--- config.mk ---
export PLATFORM = sky130hd
export DESIGN_NAME = cnn_mac_pipe_ctl
export DESIGN_NICKNAME = d
export VERILOG_FILES = /design/src/rtl/cnn_mac_pkg.sv /design/src/rtl/cnn_mac_mul_pipe.sv /design/src/rtl/cnn_mac_pipe_ctl.sv
export SDC_FILE = /design/constraint.sdc
export NUM_CORES = 1
export LEC_CHECK = 0
export ABC_AREA = 1
export ABC_CLOCK_PERIOD_IN_PS = 4600
export CORE_ASPECT_RATIO = 0.7
export CORE_MARGIN = 5
export CORE_UTILIZATION = 67
export CTS_CLUSTER_SIZE = 28
export DETAILED_ROUTE_END_ITERATION = 16
export HOLD_SLACK_MARGIN = 0.1
export PLACE_DENSITY_LB_ADDON = 0.08
export SETUP_SLACK_MARGIN = 0.02
export SYNTH_ARGS = -nofsm -noshare
export SYNTH_HDL_FRONTEND = slang
export SYNTH_SLANG_ARGS = --single-unit
--- constraint.sdc ---
create_clock -name ap_clk -period 4.6 [get_ports ap_clk]
set_input_delay 1.38 -clock ap_clk [delete_from_list [all_inputs] [get_ports ap_clk]]
set_output_delay 1.38 -clock ap_clk [all_outputs]
set_load 0.01 [all_outputs]
--- src/rtl/cnn_mac_pkg.sv ---
// Shared types and signed-range helpers for the CNN multiply / multiply-accumulate pipe.
// Helpers work on a 64-bit signed carrier, so callers keep widths at 63 bits or less.
package cnn_mac_pkg;

    typedef enum logic {
        MAC_MODE_MUL = 1'b0,
        MAC_MODE_MAC = 1'b1
    } mac_mode_e;

    typedef struct packed {
        logic      valid;
        logic      first;
        logic      last;
        mac_mode_e mode;
    } mac_side_t;

    localparam int MAC_CALC_W = 64;

    // Clamp x to the two's-complement range of a 'width'-bit signed number.
    function automatic logic signed [MAC_CALC_W-1:0] sat_signed(
        input logic signed [MAC_CALC_W-1:0] x,
        input int unsigned                  width
    );
        logic signed [MAC_CALC_W-1:0] hi;
        logic signed [MAC_CALC_W-1:0] lo;
        hi = (64'sd1 <<< (width - 1)) - 64'sd1;
        lo = -hi - 64'sd1;
        if (x > hi) begin
            return hi;
        end else if (x < lo) begin
            return lo;
        end
        return x;
    endfunction

    function automatic logic fits_signed(
        input logic signed [MAC_CALC_W-1:0] x,
        input int unsigned                  width
    );
        logic signed [MAC_CALC_W-1:0] hi;
        logic signed [MAC_CALC_W-1:0] lo;
        hi = (64'sd1 <<< (width - 1)) - 64'sd1;
        lo = -hi - 64'sd1;
        return (x <= hi) && (x >= lo);
    endfunction

endpackage

--- src/rtl/cnn_mac_mul_pipe.sv ---
// NUM_STAGE-deep signed product pipe sharing one enable; plain multiply so the
// tools can fold the registers into a DSP slice.
module cnn_mac_mul_pipe #(
    parameter int NUM_STAGE = 3,
    parameter int A_WIDTH   = 14,
    parameter int B_WIDTH   = 9
) (
    input  logic                               clk,
    input  logic                               en,
    input  logic signed [A_WIDTH-1:0]          a,
    input  logic signed [B_WIDTH-1:0]          b,
    output logic signed [A_WIDTH+B_WIDTH-1:0]  p
);

    localparam int PW = A_WIDTH + B_WIDTH;

    logic signed [PW-1:0] prod_p [NUM_STAGE];

    // Data-only registers: no reset, validity travels in the caller's sideband pipe.
    always_ff @(posedge clk) begin
        if (en) begin
            prod_p[0] <= PW'(a) * PW'(b);
            for (int i = 1; i < NUM_STAGE; i++) begin
                prod_p[i] <= prod_p[i-1];
            end
        end
    end

    assign p = prod_p[NUM_STAGE-1];

endmodule

--- src/rtl/cnn_mac_pipe_ctl.sv ---
// Pipelined signed MUL / MAC unit with valid/ready flow control and overflow flag.
// Define CNN_MAC_SATURATE_EN to saturate the accumulator and clamp dout instead of wrapping.
module cnn_mac_pipe_ctl
    import cnn_mac_pkg::*;
#(
    parameter int ID         = 1,
    parameter int NUM_STAGE  = 3,
    parameter int din0_WIDTH = 14,
    parameter int din1_WIDTH = 9,
    parameter int ACC_WIDTH  = 32,
    parameter int dout_WIDTH = 23
) (
    input  logic                          ap_clk,
    input  logic                          ap_rst,
    input  logic                          mode,
    input  logic                          in_valid,
    output logic                          in_ready,
    input  logic signed [din0_WIDTH-1:0]  din0,
    input  logic signed [din1_WIDTH-1:0]  din1,
    input  logic                          acc_first,
    input  logic                          acc_last,
    output logic                          out_valid,
    input  logic                          out_ready,
    output logic signed [dout_WIDTH-1:0]  dout,
    output logic                          ovf
);

    localparam int PW = din0_WIDTH + din1_WIDTH;

    logic                         stall;
    logic                         adv;
    logic                         rdy_en;
    mac_side_t                    side_in;
    mac_side_t                    side_p [NUM_STAGE];
    mac_side_t                    side_pn;
    logic signed [PW-1:0]         prod_pn;
    logic                         is_first;
    logic                         is_last;
    logic signed [ACC_WIDTH-1:0]  acc_p;
    logic signed [ACC_WIDTH-1:0]  acc_nxt;
    logic signed [63:0]           nacc_w;
`ifdef CNN_MAC_SATURATE_EN
    logic signed [63:0]           sum_w;
`endif
    logic signed [dout_WIDTH-1:0] dout_nxt;
    logic                         ovf_nxt;

    // A held result freezes every stage at once, so nothing is dropped or duplicated.
    assign stall    = out_valid & ~out_ready;
    assign adv      = ~stall;
    assign in_ready = rdy_en & ~stall;

    always_ff @(posedge ap_clk or posedge ap_rst) begin
        if (ap_rst) begin
            rdy_en <= 1'b0;
        end else begin
            rdy_en <= 1'b1;
        end
    end

    always_comb begin
        side_in.valid = in_valid & in_ready;
        side_in.first = acc_first;
        side_in.last  = acc_last;
        side_in.mode  = mac_mode_e'(mode);
    end

    // ---- product stages p0 .. p(NUM_STAGE-1)
    cnn_mac_mul_pipe #(
        .NUM_STAGE (NUM_STAGE),
        .A_WIDTH   (din0_WIDTH),
        .B_WIDTH   (din1_WIDTH)
    ) u_mul (
        .clk (ap_clk),
        .en  (adv),
        .a   (din0),
        .b   (din1),
        .p   (prod_pn)
    );

    always_ff @(posedge ap_clk or posedge ap_rst) begin
        if (ap_rst) begin
            for (int i = 0; i < NUM_STAGE; i++) begin
                side_p[i] <= '0;
            end
        end else if (adv) begin
            side_p[0] <= side_in;
            for (int i = 1; i < NUM_STAGE; i++) begin
                side_p[i] <= side_p[i-1];
            end
        end
    end

    assign side_pn = side_p[NUM_STAGE-1];

    // ---- accumulate / output stage
    always_comb begin
        is_first = side_pn.first | (side_pn.mode == MAC_MODE_MUL);
        is_last  = side_pn.last  | (side_pn.mode == MAC_MODE_MUL);
`ifdef CNN_MAC_SATURATE_EN
        sum_w = 64'(acc_p) + 64'(prod_pn);
        if (is_first) begin
            acc_nxt = ACC_WIDTH'(prod_pn);
        end else begin
            acc_nxt = ACC_WIDTH'(sat_signed(sum_w, ACC_WIDTH));
        end
        nacc_w   = 64'(acc_nxt);
        dout_nxt = dout_WIDTH'(sat_signed(nacc_w, dout_WIDTH));
`else
        if (is_first) begin
            acc_nxt = ACC_WIDTH'(prod_pn);
        end else begin
            acc_nxt = acc_p + ACC_WIDTH'(prod_pn);
        end
        nacc_w   = 64'(acc_nxt);
        dout_nxt = dout_WIDTH'(nacc_w);
`endif
        ovf_nxt = ~fits_signed(nacc_w, dout_WIDTH);
    end

    always_ff @(posedge ap_clk or posedge ap_rst) begin
        if (ap_rst) begin
            acc_p     <= '0;
            out_valid <= 1'b0;
            dout      <= '0;
            ovf       <= 1'b0;
        end else if (adv) begin
            out_valid <= side_pn.valid & is_last;
            if (side_pn.valid) begin
                acc_p <= acc_nxt;
            end
            if (side_pn.valid & is_last) begin
                dout <= dout_nxt;
                ovf  <= ovf_nxt;
            end
        end
    end

endmodule

-- Word-level counts from Yosys, hierarchy flattened
Memory sizes are Yosys's and may differ from the RTL's.
Cells that the tools add are included.
- flip-flop bits (word level): 70
- bits in writable memories: 69
- input bits: 30
- output and inout port bits: 26
- logic and storage cells: 37
- memories: 1
- memories (memory ; depth ; bits a word ; rd ports ; clocked after Yosys merged registers in ; write ports ; RTL line ; source):
    u_mul.prod_p ; 3 ; 23 ; 3 ; 0 ; 3 ; cnn_mac_mul_pipe.sv:17 ; logic signed [PW-1:0] prod_p [NUM_STAGE];
- add/subtract/negate cells: 1
- multipliers: 1
- $lt $le $gt $ge: 2
- muxes and demuxes: 2
- bitwise logic cells: 10
- reduce and logical (&&, ||, !) cells: 3
- operators by type and width (cell ; number):
    $add A32 B23 Y32 ; 1
    $ge A32 B23 Y1 const B ; 1
    $le A32 B23 Y1 const B ; 1
    $mux W32 ; 1
    $mul A14 B9 Y23 ; 1
    $and A1 B1 Y1 ; 4
    $not A1 Y1 ; 4
    $reduce_and A2 Y1 ; 2
    $or A1 B1 Y1 ; 2
    $logic_and A1 B1 Y1 ; 1
    $mux W1 ; 1

-- Depth between registers and ports, before layout
Gate-level depths: netlist (run 1).
- depth in word-level cells: 6
- gate-level depth with buffers: 25
- gate-level depth less buffers: 24

-- By module
From an unflattened synthesis (run 1), not the netlist that was laid out.
- cells, all modules: 1543
- area total of the unflattened synthesis: 12273.0 um^2
- by module, submodules not included (module ; instances ; cells each ; area each (um^2)):
    cnn_mac_mul_pipe ; 1 ; 724 ; 6956.7
    cnn_mac_pipe_ctl ; 1 ; 819 ; 5316.3

-- Worst setup path before layout (run 1)
OpenSTA, ideal clock, no wires.
- path type: in2reg
- start point: input port din0[0]
- end point: memory u_mul.prod_p[0][17] (netlist name) (data pin)
- setup time: 259 ps
- data arrival time: 5801 ps
- path slack: -1460 ps
- stages: 20
- buffers on the path: 1
- path through: clkbuf_1 or2_2 fa_1 fa_1 inv_1 fa_1 fa_1 fa_1 ha_1 a21oi_1 nand2_1 nand3_1 nand2_1 nand2_1 nand2_1 a21oi_1 o21ai_0 nand3_1 nand2_1 xor2_1
- RTL lines (element ; RTL line ; source):
    from (decl) ; cnn_mac_pipe_ctl.sv:18 ; input logic signed [din0_WIDTH-1:0] din0,
    to (decl) ; cnn_mac_mul_pipe.sv:17 ;

==> results of run 1 <==
metrics by stage:
step / TNS (ps) / utilization / instances
floorplan: -11930 / - / 1435
global placement: -22850 / 0.7722 / 1770
detailed placement: -25170 / 0.7722 / 1770
CTS: -8516 / 0.8452 / 1819
global route: -12060 / 0.8674 / 1834
finish: -10390 / 0.8674 / 1834
worst register-to-register path: cells and delay by family, from the launching register on:
kind                       cells  cell delay [ps]
adders and majority gates      1              520
DFF                            1              640
and+or+nand+nor               13             1650
layout make-up:
type                       instances  area, um^2
sequential                       139        3824
fill                             849        2282
tap                              231       289.0
clock buffer                      17       425.4
clock inverter                    15       170.2
timing repair buffer             177        1564
inverter                         275        1035
multi-input combinational        980        7627
cell usage in the layout, fill, tap and decap left out, drive strengths merged, types with 3 or more instances in the layout:
cell / count
a21oi: 36
a31oi: 12
buf: 139
clkbuf: 17
clkdlybuf4s50: 32
clkinv: 5
dfrtp: 70
dlygate4sd2: 4
edfxtp: 69
fa: 106
ha: 79
inv: 282
mux2i: 4
nand2: 457
nand3: 62
nand4: 4
nor2: 84
nor3: 3
o21ai: 78
or2: 3
xnor2: 15
xor2: 25
what timing repair did:
| action | CTS | global route |
|---|---|---|
| setup buffers | 18 | 16 |
| endpoints found under the setup margin | 17 | 16 |
| cloned | 0 | 0 |
| pin swaps | 82 | 40 |
| resized for setup | 204 | 59 |
path summary, 6_finish.rpt:
check	from	endpoint	slack, ps
hold / removal	u_mul.prod_p[0][18]	u_mul.prod_p[0][41]	420
setup / recovery	din1[7]	u_mul.prod_p[0][16]	-870
hold reg to reg	u_mul.prod_p[0][18]	u_mul.prod_p[0][41]	420
setup reg to reg	u_mul.prod_p[0][68]	ovf	1680
max in group asynchronous	ap_rst	acc_p[11]	2430
min in group asynchronous	ap_rst	acc_p[30]	1530
flip-flops by register name (all words and copies together) (netlist names):
name / count
u_mul.prod_p: 69
acc_p: 32
dout: 23
side_p: 12
out_valid: 1
ovf: 1
rdy_en: 1
routing by layer:
layer | track usage | share of wire
met5 | 0 | 0
met4 | 0.1247 | 0.056
met3 | 0.08108 | 0.11
met2 | 0.5577 | 0.46
met1 | 0.4587 | 0.37
cells by family (layout without fill, tap and decap cells):
group / after synthesis / count (layout) / synth area share
simple gates: 617 / 617 / 0.2169
mux: 4 / 4 / 0.003391
xor+xnor: 40 / 40 / 0.02967
compound gates: 133 / 133 / 0.06062
buf+inv: 316 / 484 / 0.1017
fa+ha+maj: 185 / 185 / 0.2635
other cells: 1 / 1 / 0.0003176
flops: 139 / 139 / 0.3239
==> flow_summary.toml, run 1 <==
[status]
status = "complete, but fails checks"
failed_checks = "negative setup slack"

[floorplanning]
core-area_mm2 = 0.01722
placementRows = 40
chipHeight_um = 121.1
ios = 56
die-width_um = 168.7
design.die.area_mm2 = 0.02042
start_util = 0.6858

[setup_path]
start_kind = "input pin"
crit_family = "adder cells"
crit_top_cell = "fa_1"
cp_num_cells = 22
critical_path_required_ps = 4780
cp-end-kind = "register"
reg2reg_depth = 14
critPathMaxFanout = 5
worst-path-buf-inv = 5
critPathArrivalTime_ps = 5650
slowest_delay_ps = 590
critical_path_class = "input pin to register"
worstPathCellList = "clkdlybuf4s15_2 -> buf_6 -> buf_4 -> nand2_1 -> inv_1 -> fa_1 -> fa_1 -> fa_1 -> fa_1 -> ha_4 -> ha_4 -> inv_1 -> o21bai_2 -> nand2_1 -> nand2_1 -> nand2_2 -> nand2_4 -> nand3_4 -> nand2_4 -> nand3_2 -> nand3_2 -> nand2_2"
cp_slowest_cell = "fa_1"

[placed_design]
dpl_worst_slack_ps = -1833
placed_area_mm2 = 0.01329
portBuffers = 55
globalplace.congestion = 0.9807
dp_hpwl_um = 22690

[worst_hold_path]
worstHoldPathType = "register to register"
hold_depth = 0

[synth]
synth_commonest_cells = "nand2_1, inv_1, fa_1, ha_1, o21ai_0"
netlist_area_mm2 = 0.01181
ys.flop_type = "dfrtp_1"
synth_area_leaders = "fa_1, edfxtp_1, dfrtp_1"
yosysSeqAreaShare = 0.3239
yosysTopAreaCellShare = 0.1797
synth.largest_area_cell = "fa_1"
async_flop_share = 0.5036
syn_avg_cell_area_um2 = 8.227
synth-seq-cells = 139
syn-num-nets = 1650
synth_edf_count = 69
synth_cells = 1435
yosysMostFrequentCell = "nand2_1"
synth_cell_types = 38
synth_warnings = 0

[timing]
max_freq_ghz = 0.1827
worstMarginPinSlew_ps = 935.7
fin_skew_ps = 17.75
max-slew-margin-rel = 0.3762
setup_ws_ps = -874.6
setup_viol = 16
final.period_utilization = 1.190
rsz0062_at_grt = "true"
holdWs_ps = 418.8
finalHoldViolCount = 0
final_max_slew_viol_count = 0
fin_crit_ps = 5475

[finish]
finish.instance_area_mm2 = 0.01493
layout-drive-gt1-share = 0.2227
area_delta_synth_final_pct = 26.49
antenna_cells = 0
finalNetCount = 1805

[clocking]
cts_buffer_depth = 2
cts_tree = "built"
numClockSinks = 139
numCtsBuffers = 17
postCtsHoldBufs = 0
clk_pin_slew_ps = 60
clock_tree.root_cell = "clkbuf_16"
clock_latency_ps = 440
h-tree-depth = 4

[detailed_routing]
dr_total_vias = 10730
via_per_inst = 5.851
wirelength_um = 36830
drc = 0
drt_first_pass_iters = 8
wl_per_cell_um = 20.08
ant_nets = 0
dr.first_iter.drc_count = 1366

[grt]
grt_pass1_wl_um = 54700
grt_max_degree = 85
grt_pass1_vias = 10670
globalRoute.totalOverflow = 0
grt_use_total = 0.3444
antenna_found_initial = 0

[run]
drv_cap = 0
Power of run 1 is left out: the tool's default activity adds up to more than one toggle a clock period on the data nets, which glitch-free logic cannot reach.
==> run 2, diff against run 1 <==
--- a/config.mk
+++ b/config.mk
@@ -18,3 +18,4 @@
 export SYNTH_ARGS = -nofsm -noshare
 export SYNTH_HDL_FRONTEND = slang
 export SYNTH_SLANG_ARGS = --single-unit
+export TNS_END_PERCENT = 50
==> run 2 against run 1 <==
The flow still finishes with violations (negative setup slack). Sequential share of layout area is 0.26 points higher. Hold slack got worse by 8.8 ps. Critical path depth fell by 2. Fmax down 0.87%. Largest cell class unchanged. Flip-flop and latch count unchanged. Non-clock buffer count down 12. Cell count is 0.65% lower. Clock skew down 3.5 ps. Die area stayed put. Worst setup slack worse by 48 ps.
==> flow_summary.toml, run 2 (synthesis gave the netlist of run 1 again) <==
[floorplanning]
ios = 56
chipHeight_um = 121.1
die-width_um = 168.7
start_util = 0.6858
design.die.area_mm2 = 0.02042
core-area_mm2 = 0.01722
placementRows = 40

[detailed_routing]
dr_total_vias = 10480
drt_first_pass_iters = 6
via_per_inst = 5.752
ant_nets = 0
drc = 0
wirelength_um = 35910
dr.first_iter.drc_count = 1557
wl_per_cell_um = 19.71

[setup_path]
crit_family = "adder cells"
critical_path_class = "input pin to register"
cp-end-kind = "register"
critical_path_required_ps = 4800
start_kind = "input pin"
crit_top_cell = "fa_1"
reg2reg_slack_ps = 1700
slowest_delay_ps = 570
critPathArrivalTime_ps = 5720
critPathMaxFanout = 5
worstPathCellList = "buf_2 -> nand2_1 -> fa_1 -> fa_1 -> inv_1 -> fa_1 -> fa_1 -> fa_1 -> ha_4 -> a21oi_4 -> nand2_2 -> nand3_4 -> nand2_4 -> nand2_4 -> nand2_4 -> a21oi_4 -> o21ai_2 -> nand3_1 -> nand2_1 -> xor2_1"
cp_slowest_cell = "fa_1"
worst-path-buf-inv = 2

[placed_design]
placed_area_mm2 = 0.01328
dp.cells = 1771
dp_hpwl_um = 22470
portBuffers = 55
globalplace.congestion = 0.9590

[finish]
layout_commonest_cell = "nand2_1"
finish.instance_area_mm2 = 0.01478
seq_area_mm2 = 0.003824
multiInputGateArea_mm2 = 0.007585
final_cell_mix = "nand2_1, inv_1, fa_1"
top_regs = "u_mul.prod_p: 69 flops, acc_p: 32 flops, dout: 23 flops"
fillers = 908
finalNetCount = 1793
layout-drive-gt1-share = 0.2074
antenna_cells = 0
largest_reg_flops = 69
area_delta_synth_final_pct = 25.21
largest-register = "u_mul.prod_p"
fin_util = 0.8586
fin_cells = 1822

[timing]
worstMarginPinSlew_ps = 935.6
setup_tns_ps = -10540
final_max_slew_viol_count = 0
final.period_utilization = 1.201
setup_viol = 15
max-slew-margin-rel = 0.3763
fin_skew_ps = 14.27
finalHoldViolCount = 0
rsz0062_at_grt = "true"
max_freq_ghz = 0.1811
fin_crit_ps = 5523
setup_ws_ps = -922.8

[grt]
antenna_found_initial = 0
grt_pass1_wl_um = 54420
grt_max_degree = 71
grt_use_total = 0.3467
globalRoute.totalOverflow = 0
grt_pass1_vias = 10480

[clocking]
clk_pin_slew_ps = 70
postCtsHoldBufs = 0
numClockSinks = 139
clock_latency_ps = 440
cts_tree = "built"
clock_tree.root_cell = "clkbuf_16"
cts_buffer_depth = 2
numCtsBuffers = 17
h-tree-depth = 4

[worst_hold_path]
worstHoldPathType = "register to register"

[status]
status = "complete, but fails checks"
failed_checks = "negative setup slack"

[run]
drv_cap = 0
==> run 2: changes by cell type in the layout (fill, tap and decap cells not counted), sizes merged <==
cell           previous run  this run
clkbuf                   17        21
buf                     139       127
clkinv                    5         6
dlygate4sd2               4         2
inv                     282       281
clkdlybuf4s15             2         0
==> run 2: layout make-up <==
class / instances / area share
tap: 231 / 0.01955
clock buffer: 17 / 0.02878
clock inverter: 15 / 0.01202
multi-input combinational: 980 / 0.5131
sequential: 139 / 0.2587
inverter: 275 / 0.07000
timing repair buffer: 165 / 0.09793
==> run 2: through the flow <==
stage	setup slack (ps)	hold slack (ps)
2_1_floorplan	-1113	400.3
3_3_place_gp	-1686	401.5
3_5_place_dp	-1866	404.5
4_1_cts	-801.1	416.8
5_1_grt	-1102	428.7
6_report	-922.8	410.1
==> run 2: final timing paths <==
path	from	endpoint	cells after the start
min in group asynchronous	ap_rst	acc_p[29]	3
hold reg to reg	u_mul.prod_p[0][37]	u_mul.prod_p[0][60]	0
max in group asynchronous	ap_rst	acc_p[7]	3
setup reg to reg	u_mul.prod_p[0][68]	ovf	14
hold / removal	u_mul.prod_p[0][37]	u_mul.prod_p[0][60]	0
setup / recovery	din1[5]	u_mul.prod_p[0][17]	20
==> run 2: timing repair <==
item                       4_1_cts  5_1_grt
setup buffers                   20        5
setup endpoints to repair       17       16
pin swaps                       77       45
resized for setup              186       71
==> run 2: per-layer routing <==
metal  track usage  routed length [um]
met5             0                   0
met4        0.1313                1532
met3       0.08369                3876
met2        0.5542               17000
met1        0.4646               13500
Power of run 2 is left out for the same reason.
